<file path="config.mk">
export PLATFORM = sky130hd
export DESIGN_NAME = return_addr_stack
export DESIGN_NICKNAME = d
export VERILOG_FILES = /design/src/rtl/return_addr_stack_pkg.sv /design/src/rtl/return_addr_stack_ras_storage.sv /design/src/rtl/return_addr_stack.sv
export SDC_FILE = /design/constraint.sdc
export NUM_CORES = 1
export LEC_CHECK = 0
export ABC_AREA = 1
export CORE_ASPECT_RATIO = 0.75
export CORE_UTILIZATION = 50
export CTS_BUF_LIST = sky130_fd_sc_hd__clkbuf_4 sky130_fd_sc_hd__clkbuf_8
export CTS_CLUSTER_DIAMETER = 120
export CTS_CLUSTER_SIZE = 28
export DETAILED_ROUTE_END_ITERATION = 10
export PLACE_DENSITY = 0.68
export REMOVE_ABC_BUFFERS = 1
export SLEW_MARGIN = 10
export SYNTH_ARGS = -nofsm -noshare
export SYNTH_HDL_FRONTEND = slang
export SYNTH_SLANG_ARGS = --single-unit
export TNS_END_PERCENT = 10
</file>
<file path="constraint.sdc">
create_clock -name clk -period 10.1 [get_ports clk]
set_clock_uncertainty 0.15 [all_clocks]
set_input_delay 3.03 -clock clk [delete_from_list [all_inputs] [get_ports clk]]
set_output_delay 3.03 -clock clk [all_outputs]
set_load 0.02 [all_outputs]
</file>
<file path="src/rtl/return_addr_stack_pkg.sv">
// Shared PC-width defaults and types for the PC-source mux and the return-address stack.
package return_addr_stack_pkg;

    localparam int PC_LEN_DEF    = 12;
    localparam int RAS_DEPTH_DEF = 8;

    typedef logic [PC_LEN_DEF-1:0] pc_t;

    // Encoding matches the {push, pop} pair so the request can be cast directly.
    typedef enum logic [1:0] {
        OP_NONE = 2'b00,
        OP_POP  = 2'b01,
        OP_PUSH = 2'b10,
        OP_REPL = 2'b11
    } ras_op_e;

endpackage

</file>
<file path="src/rtl/return_addr_stack_ras_storage.sv">
// DEPTH x W register array: one synchronous write port and one combinational read port.
module ras_storage #(
    parameter int W     = 12,
    parameter int DEPTH = 8,
    parameter int AW    = $clog2(DEPTH)
) (
    input  logic          clk,
    input  logic          rst,
    input  logic          we,
    input  logic [AW-1:0] waddr,
    input  logic [W-1:0]  wdata,
    input  logic [AW-1:0] raddr,
    output logic [W-1:0]  rdata
);

    logic [W-1:0] mem [DEPTH];

    always_ff @(posedge clk or posedge rst) begin
        if (rst) begin
            for (int i = 0; i < DEPTH; i++) mem[i] <= '0;
        end else if (we) begin
            mem[waddr] <= wdata;
        end
    end

    // The stack only ever presents in-range addresses.
    assign rdata = mem[raddr];

endmodule

</file>
<file path="src/rtl/return_addr_stack.sv">
// Return-address stack driven by the EX-stage push/pop pair; stalls and flushes squash
// requests so only committed-path calls/returns touch the stack.
module return_addr_stack
    import return_addr_stack_pkg::*;
#(
    parameter  int PC_LEN = PC_LEN_DEF,
    parameter  int DEPTH  = RAS_DEPTH_DEF,
    localparam int CNT_W  = $clog2(DEPTH + 1)
) (
    input  logic              clk,
    input  logic              rst,
    input  logic              en,
    input  logic              flush,
    input  logic              push,
    input  logic              pop,
    input  logic [PC_LEN-1:0] push_data,
    input  logic              clear_err,
    output logic [PC_LEN-1:0] top_data,
    output logic              empty,
    output logic              full,
    output logic [CNT_W-1:0]  count,
    output logic              overflow_err,
    output logic              underflow_err
);

    localparam int AW = $clog2(DEPTH);

    logic              op_ok;
    ras_op_e           op;
    logic [CNT_W-1:0]  count_nxt;
    logic              wr_en;
    logic [AW-1:0]     wr_addr;
    logic [AW-1:0]     top_idx;
    logic [AW-1:0]     rd_addr;
    logic [PC_LEN-1:0] rd_data;
    logic              ovf_set;
    logic              unf_set;

    assign op_ok = en & ~flush;
    assign op    = ras_op_e'({push, pop});
    assign empty = (count == '0);
    assign full  = (count == CNT_W'(DEPTH));

    // Low bits of count are zero only when count == DEPTH == 2**AW, where -1 still lands on DEPTH-1.
    assign top_idx = count[AW-1:0] - AW'(1);
    assign rd_addr = empty ? '0 : top_idx;

    always_comb begin
        count_nxt = count;
        wr_en     = 1'b0;
        wr_addr   = count[AW-1:0];
        ovf_set   = 1'b0;
        unf_set   = 1'b0;
        if (op_ok) begin
            unique case (op)
                OP_PUSH: begin
                    if (full) ovf_set = 1'b1;
                    else begin
                        wr_en     = 1'b1;
                        count_nxt = count + CNT_W'(1);
                    end
                end
                OP_POP: begin
                    if (empty) unf_set = 1'b1;
                    else count_nxt = count - CNT_W'(1);
                end
                OP_REPL: begin
                    wr_en = 1'b1;
                    if (empty) begin
                        unf_set   = 1'b1;
                        count_nxt = CNT_W'(1);
                    end else begin
                        wr_addr = top_idx;
                    end
                end
                default: ;
            endcase
        end
    end

    always_ff @(posedge clk or posedge rst) begin
        if (rst) begin
            count         <= '0;
            overflow_err  <= 1'b0;
            underflow_err <= 1'b0;
        end else begin
            count         <= count_nxt;
            overflow_err  <= ovf_set | (overflow_err & ~clear_err);
            underflow_err <= unf_set | (underflow_err & ~clear_err);
        end
    end

    ras_storage #(.W(PC_LEN), .DEPTH(DEPTH), .AW(AW)) u_storage (
        .clk   (clk),
        .rst   (rst),
        .we    (wr_en),
        .waddr (wr_addr),
        .wdata (push_data),
        .raddr (rd_addr),
        .rdata (rd_data)
    );

    assign top_data = empty ? '0 : rd_data;

endmodule
</file>
==> metrics.txt, run 1 <==
violated checks DRC; largest net degree at the start of global routing 68; WL/cell 17.6 um; Max Buffers Root-to-Sink 2; Starting Density 51.8%; Final Hold Fails 0; final instance area 6210 sq um; internal power 1.18 mW; PostCTS Resize Cnt 0; P per Cell Area 367 nW/um^2; prevailing post-synth register cell dfrtp_1; sequential power share 30.2%; synth warn 0; CTS root buf clkbuf_8; Clock Latency Late Sink 0.38 ns; Setup CP Type flop to output pin; die height 94.5 um; worst vdd ir 181 uV; switching part of the total power 48.2%; worst path required time 6.92 ns; H-tree level count 3; Synth area leader dfrtp_1; Seq. cell area 2550 sq um; drt total wl 15,900 um; Worst-path clk slew 0.10 ns; net load switching power 1.10 mW; crit end category output pin; synthesized area 5710 sq um; Post-DP Area 5990 sq um; first-pass GRT wire length 26,100 um; setup TNS 0 ns; Hold/Removal Path Class flop to flop; Vias 5,209; share of the synthesized area in the top cell type 44.7%; distinct cell type count after synthesis 31; combinational share of power 56.7%; num rows 33; Seq/Total Area, Yosys 44.7%; async set-reset flop share out of synthesis 100%; # port buffers 38; Area Growth Syn to Fin 8.85%; Antenna Cells 0; remaining antenna violation count 0; Worst Setup Start Kind flop; Final GP Congestion 0.844; Mapped Avg Cell Area 7.43 sq um; number of top-level pins 39; setup violators final 0; MaxCap Viol Count 0; status complete, but fails checks; Post-synth EDFFs 0; CTS Sinks 102; Max-slew headroom 31.5%; area occupied by multi-input gates 2580 sq um; Hold Buf Count CTS 0; Final Net Count 781; Num CTS Buffers 9; Area contributors post-synth dfrtp_1 (45%), nand2_1 (18%), nand4_1 (11%), o21ai_0 (4.4%), inv_1 (3.8%); Die X 125 um; P_leak 3.16 nW; vias per cell 5.76; DRC 4; achievable clock frequency 138 MHz; post-synthesis register bit count 102; die area 11,900 sq um; final hold slack 0.326 ns; Core ar. 11,000 sq um; Clk pwr share 13.1%; TritonRoute pass-1 iters 8; initial antenna violation count 0; CTS tree built; fillers 1,042; Final Max Tran Viols 0; r2r setup slk 6.30 ns; vias in the first global route 4,806; worst-margin pin slew 1.03 ns; DR iter-0 viols 502; worst-path fanout max 62; share of cells above drive strength 1 5.63%; GRT Resource Usage Total 28.7%; post-CTS setup buffer count 0; Final min period 7.27 ns; WP data arrival 4.09 ns; Post-DP HPWL 9330 um; Final period util 72.0%; synthesized netlist cell count 768; Overflow after GRT 0; unrepaired setup endpoints after global routing false
logic make-up after synthesis:
| family | Yosys count | synth area share, % |
|---|---|---|
| buffers and inverters | 128 | 10.1 |
| and+or+nand+nor | 445 | 35.2 |
| xor gates and xnor gates | 2 | 0.307 |
| muxes | 5 | 0.877 |
| AOI/OAI and AO/OA | 83 | 8.13 |
| DFF | 102 | 44.7 |
| adders and majority gates | 3 | 0.658 |
sequential cells by signal, indices dropped and copies added (netlist names):
name	flops
count	4
overflow_err	1
u_storage.mem	96
underflow_err	1
synthesized netlist by cell type (all sizes together), types with 8 or more instances:
cell / instances
inv: 61
a21oi: 22
nor2: 51
dfrtp: 102
nand4: 97
clkbuf: 19
nand3: 15
nor3: 8
nand2: 274
o21ai: 54
buf: 47
path summary, 6_finish.rpt:
kind	start	end	cells after the start
max	count[1]	top_data[2]	12
min	u_storage.mem[61]	u_storage.mem[61]	2
max reg2reg	count[0]	u_storage.mem[18]	10
min reg2reg	u_storage.mem[61]	u_storage.mem[61]	2
max in group asynchronous	rst	count[0]	3
min in group asynchronous	rst	u_storage.mem[64]	2
critical path, cell delays in order, from the launching register on:
cell and delay, ns:
dfrtp_1 0.40, clkinv_1 0.23, ha_1 0.35, nand2_4 0.19, ha_2 0.90, buf_4 0.44, nor2_1 0.07, a21oi_1 0.12
a21oi_1 0.07, o21ai_0 0.08, nand2_1 0.07, nor2_1 0.13, clkdlybuf4s50_1 0.62
metrics by stage:
step	util [%]	instances	setup WS (ns)	total power, mW
2_1_floorplan	-	702	3.22	1.52
3_3_place_gp	54.3	888	3.35	1.95
3_5_place_dp	54.3	888	3.25	1.98
4_1_cts	56.4	904	2.81	2.28
5_1_grt	56.4	904	2.43	2.47
6_report	56.4	904	2.83	2.28
cells in the final DEF (no fill, tap or decap):
cell type / count
nand2_1: 271
dfrtp_1: 102
nand4_1: 96
inv_1: 57
o21ai_0: 50
nor2_1: 46
clkdlybuf4s50_1: 38
a21oi_1: 22
nand3_1: 14
clkbuf_8: 9
nor3_1: 8
buf_4: 8
mux2i_1: 5
a211oi_1: 5
nor2_4: 4
inv_2: 3
inv_6: 3
nand2_4: 2
o21ai_2: 2
o21ai_4: 2
xor2_1: 2
ha_1: 2
bufinv_16: 2
clkinv_4: 2
nand4_4: 1
clkinv_1: 1
nor2_2: 1
nand3_2: 1
nand2_2: 1
o21bai_1: 1
o32ai_1: 1
inv_4: 1
ha_2: 1
layout make-up:
type                       instances  area share (%)
clock buffer                       9            1.99
clock inverter                     7            1.67
inverter                          62            3.78
multi-input combinational        538            41.6
sequential                       102            41.1
tap                              140            2.82
timing repair buffer              46            7.09
layer usage:
metal / routed length, um / track usage, % / up-vias
met1: 7680 / 41.8 / 2490
met3: 982 / 4.65 / 32
met5: 0 / 0 / -
met4: 338 / 10.9 / 0
met2: 6900 / 43.0 / 189
li1: - / - / 2498
power groups by stage:
stage               Combinational [mW]  Clock (mW)  Sequential, mW
finish                            1.29       0.300           0.689
global route                      1.45       0.316           0.708
CTS                               1.29       0.304           0.685
detailed placement                1.29           0           0.691
global placement                  1.27           0           0.687
floorplan                        0.844           0           0.672
No activity file was read; power rests on OpenSTA's default activity.
==> inputs of run 2 (changes only) <==
- PLACE_DENSITY: 0.68 -> 0.71
- clock period: 10.1 -> 6.3 ns (I/O delays scaled with it)
==> metrics.txt, run 2 (synthesis results as in run 1) <==
status completed (was complete, but fails checks); Area Growth Syn to Fin 9.05% (was 8.85%); CP Cell Sequence clkinv_1 -> ha_1 -> nand2_4 -> ha_2 -> buf_12 -> o21ai_0 -> o21ai_0 -> nor2_1 -> nor3_1 -> clkdlybuf4s50_1 (was clkinv_1 -> ha_1 -> nand2_4 -> ha_2 -> buf_4 -> nor2_1 -> a21oi_1 -> a21oi_1 -> o21ai_0 -> nand2_1 -> nor2_1 -> clkdlybuf4s50_1); final cell count without fillers 907 (was 904); achievable clock frequency 172 MHz; worst path required time 4.26 ns (was 6.92 ns); max reg flops 96 (unchanged); die height 94.5 um (unchanged); Final min period 5.80 ns; Num CTS Buffers 9 (unchanged); Hold Buf Count CTS 0 (unchanged); Core ar. 11,000 sq um (unchanged); delay-heaviest family, CP buffers and inverters (unchanged); CTS root buf clkbuf_8 (unchanged); Final Hold Fails 0 (unchanged); P_leak 3.17 nW (was 3.16 nW); Final Max Tran Viols 0 (unchanged); Max Buffers Root-to-Sink 2 (unchanged); Final GP Congestion 0.853 (was 0.844); slowest CP cell clkdlybuf4s50_1 (was ha_2); Final period util 92.1%; P per Cell Area 588 nW/um^2 (was 367 nW/um^2); PostCTS Resize Cnt 0 (unchanged); first-pass GRT wire length 25,900 um (was 26,100 um); Starting Density 51.8% (unchanged); # placed instances 891 (was 888); initial antenna violation count 0 (unchanged); crit end category output pin (unchanged); fillers 1,023 (was 1,042); worst vdd ir 284 uV (was 181 uV); Worst-path clk slew 0.09 ns (was 0.10 ns); Max-slew headroom 22.0% (was 31.5%); CTS Sinks 102 (unchanged); vias in the first global route 4,903 (was 4,806); setup TNS 0 ns (unchanged); final instance area 6230 sq um (was 6210 sq um); cell repeated most along the worst path o21ai_0; most frequent cells in the layout nand2_1 (271), dfrtp_1 (102), nand4_1 (96) (unchanged); remaining antenna violation count 0 (unchanged); Antenna Cells 0 (unchanged); WP data arrival 3.76 ns (was 4.09 ns); unrepaired setup endpoints after global routing false (unchanged); Buf+Inv Stages, Crit Path 3 (unchanged); Worst Setup Start Kind flop (unchanged); final hold slack 0.324 ns (was 0.326 ns); r2r setup slk 2.43 ns (was 6.30 ns); share of cells above drive strength 1 6.00% (was 5.63%); Hold/Removal Path Class flop to flop (unchanged); DRC 0 (was 4); TritonRoute pass-1 iters 9 (was 8); number of top-level pins 39 (unchanged); crit-path max cell delay 0.67 ns (was 0.90 ns); commonest non-fill, non-tap cell in the layout nand2_1 (unchanged); CTS tree built (unchanged); largest net degree at the start of global routing 74 (was 68); num rows 33 (unchanged); Clock Latency Late Sink 0.38 ns (about the same); GRT Resource Usage Total 28.5% (was 28.7%); Setup CP Type flop to output pin (unchanged); Die X 125 um (unchanged); WL/cell 17.6 um (about the same); MaxCap Viol Count 0 (unchanged); H-tree level count 3 (unchanged); Overflow after GRT 0 (unchanged); Final Net Count 784 (was 781); drt total wl 16,000 um (was 15,900 um); worst-path fanout max 62 (unchanged); Final Power 3.66 mW (was 2.28 mW); vias per cell 5.82 (was 5.76); # port buffers 38 (unchanged); biggest regs u_storage.mem (96), count (4) (unchanged); DR iter-0 viols 549 (was 502); Vias 5,275 (was 5,209); Post-DP HPWL 9630 um (was 9330 um); die area 11,900 sq um (unchanged); worst-margin pin slew 1.17 ns (was 1.03 ns); setup violators final 0 (unchanged); Largest Register u_storage.mem (unchanged); post-CTS setup buffer count 0 (unchanged); Post-DP Area 6020 sq um (was 5990 sq um)
## run 2: cell count changes in the layout (fill, tap and decap cells not counted), sizes merged
cell / before / now
clkinv: 3 / 4
inv: 64 / 63
bufinv: 2 / 1
clkbuf: 9 / 10
buf: 8 / 11
## run 2: layout make-up
class	instances	area (sq um)	area share, %
Multi-Input combinational cell	538	2580	41.5
Sequential cell	102	2550	41.0
Timing Repair Buffer	49	475	7.64
Inverter	62	235	3.78
Tap cell	140	175	2.81
Clock buffer	10	138	2.21
Clock inverter	6	66.3	1.07
## run 2: routing by layer
layer  up-vias  share of wire (%)  GRT usage, %
li1       2503                  -             -
met1      2519                 46          40.6
met2       222                 44          43.9
met3        31                7.8          5.38
met4         0                2.1          9.35
met5         -                  0             0
## run 2: worst min-delay path, delay by kind of cell, from the launching register on
| family | cells | cell delay (ns) |
|---|---|---|
| flip-flops | 1 | 0.35 |
| AND/OR/NAND/NOR | 2 | 0.10 |
## run 2: metrics by stage
| step | utilization [%] | setup WS, ns |
|---|---|---|
| floorplan | - | 0.558 |
| finish | 56.5 | 0.497 |
| global placement | 54.6 | 0.992 |
| global route | 56.5 | 0.281 |
| detailed placement | 54.6 | 0.952 |
| CTS | 56.5 | 0.524 |
## run 2: worst paths after layout
check	from	endpoint	depth (start not counted)
worst max-delay path	count[1]	top_data[11]	10
worst min-delay path	u_storage.mem[66]	u_storage.mem[66]	2
worst max register to register	count[1]	u_storage.mem[9]	8
worst min register to register	u_storage.mem[66]	u_storage.mem[66]	2
max in group asynchronous	rst	u_storage.mem[31]	3
min in group asynchronous	rst	u_storage.mem[6]	2
## run 2: power by group
part	internal, mW	switching [mW]
Combinational	0.743	1.39
Clock	0.197	0.241
Sequential	0.933	0.163
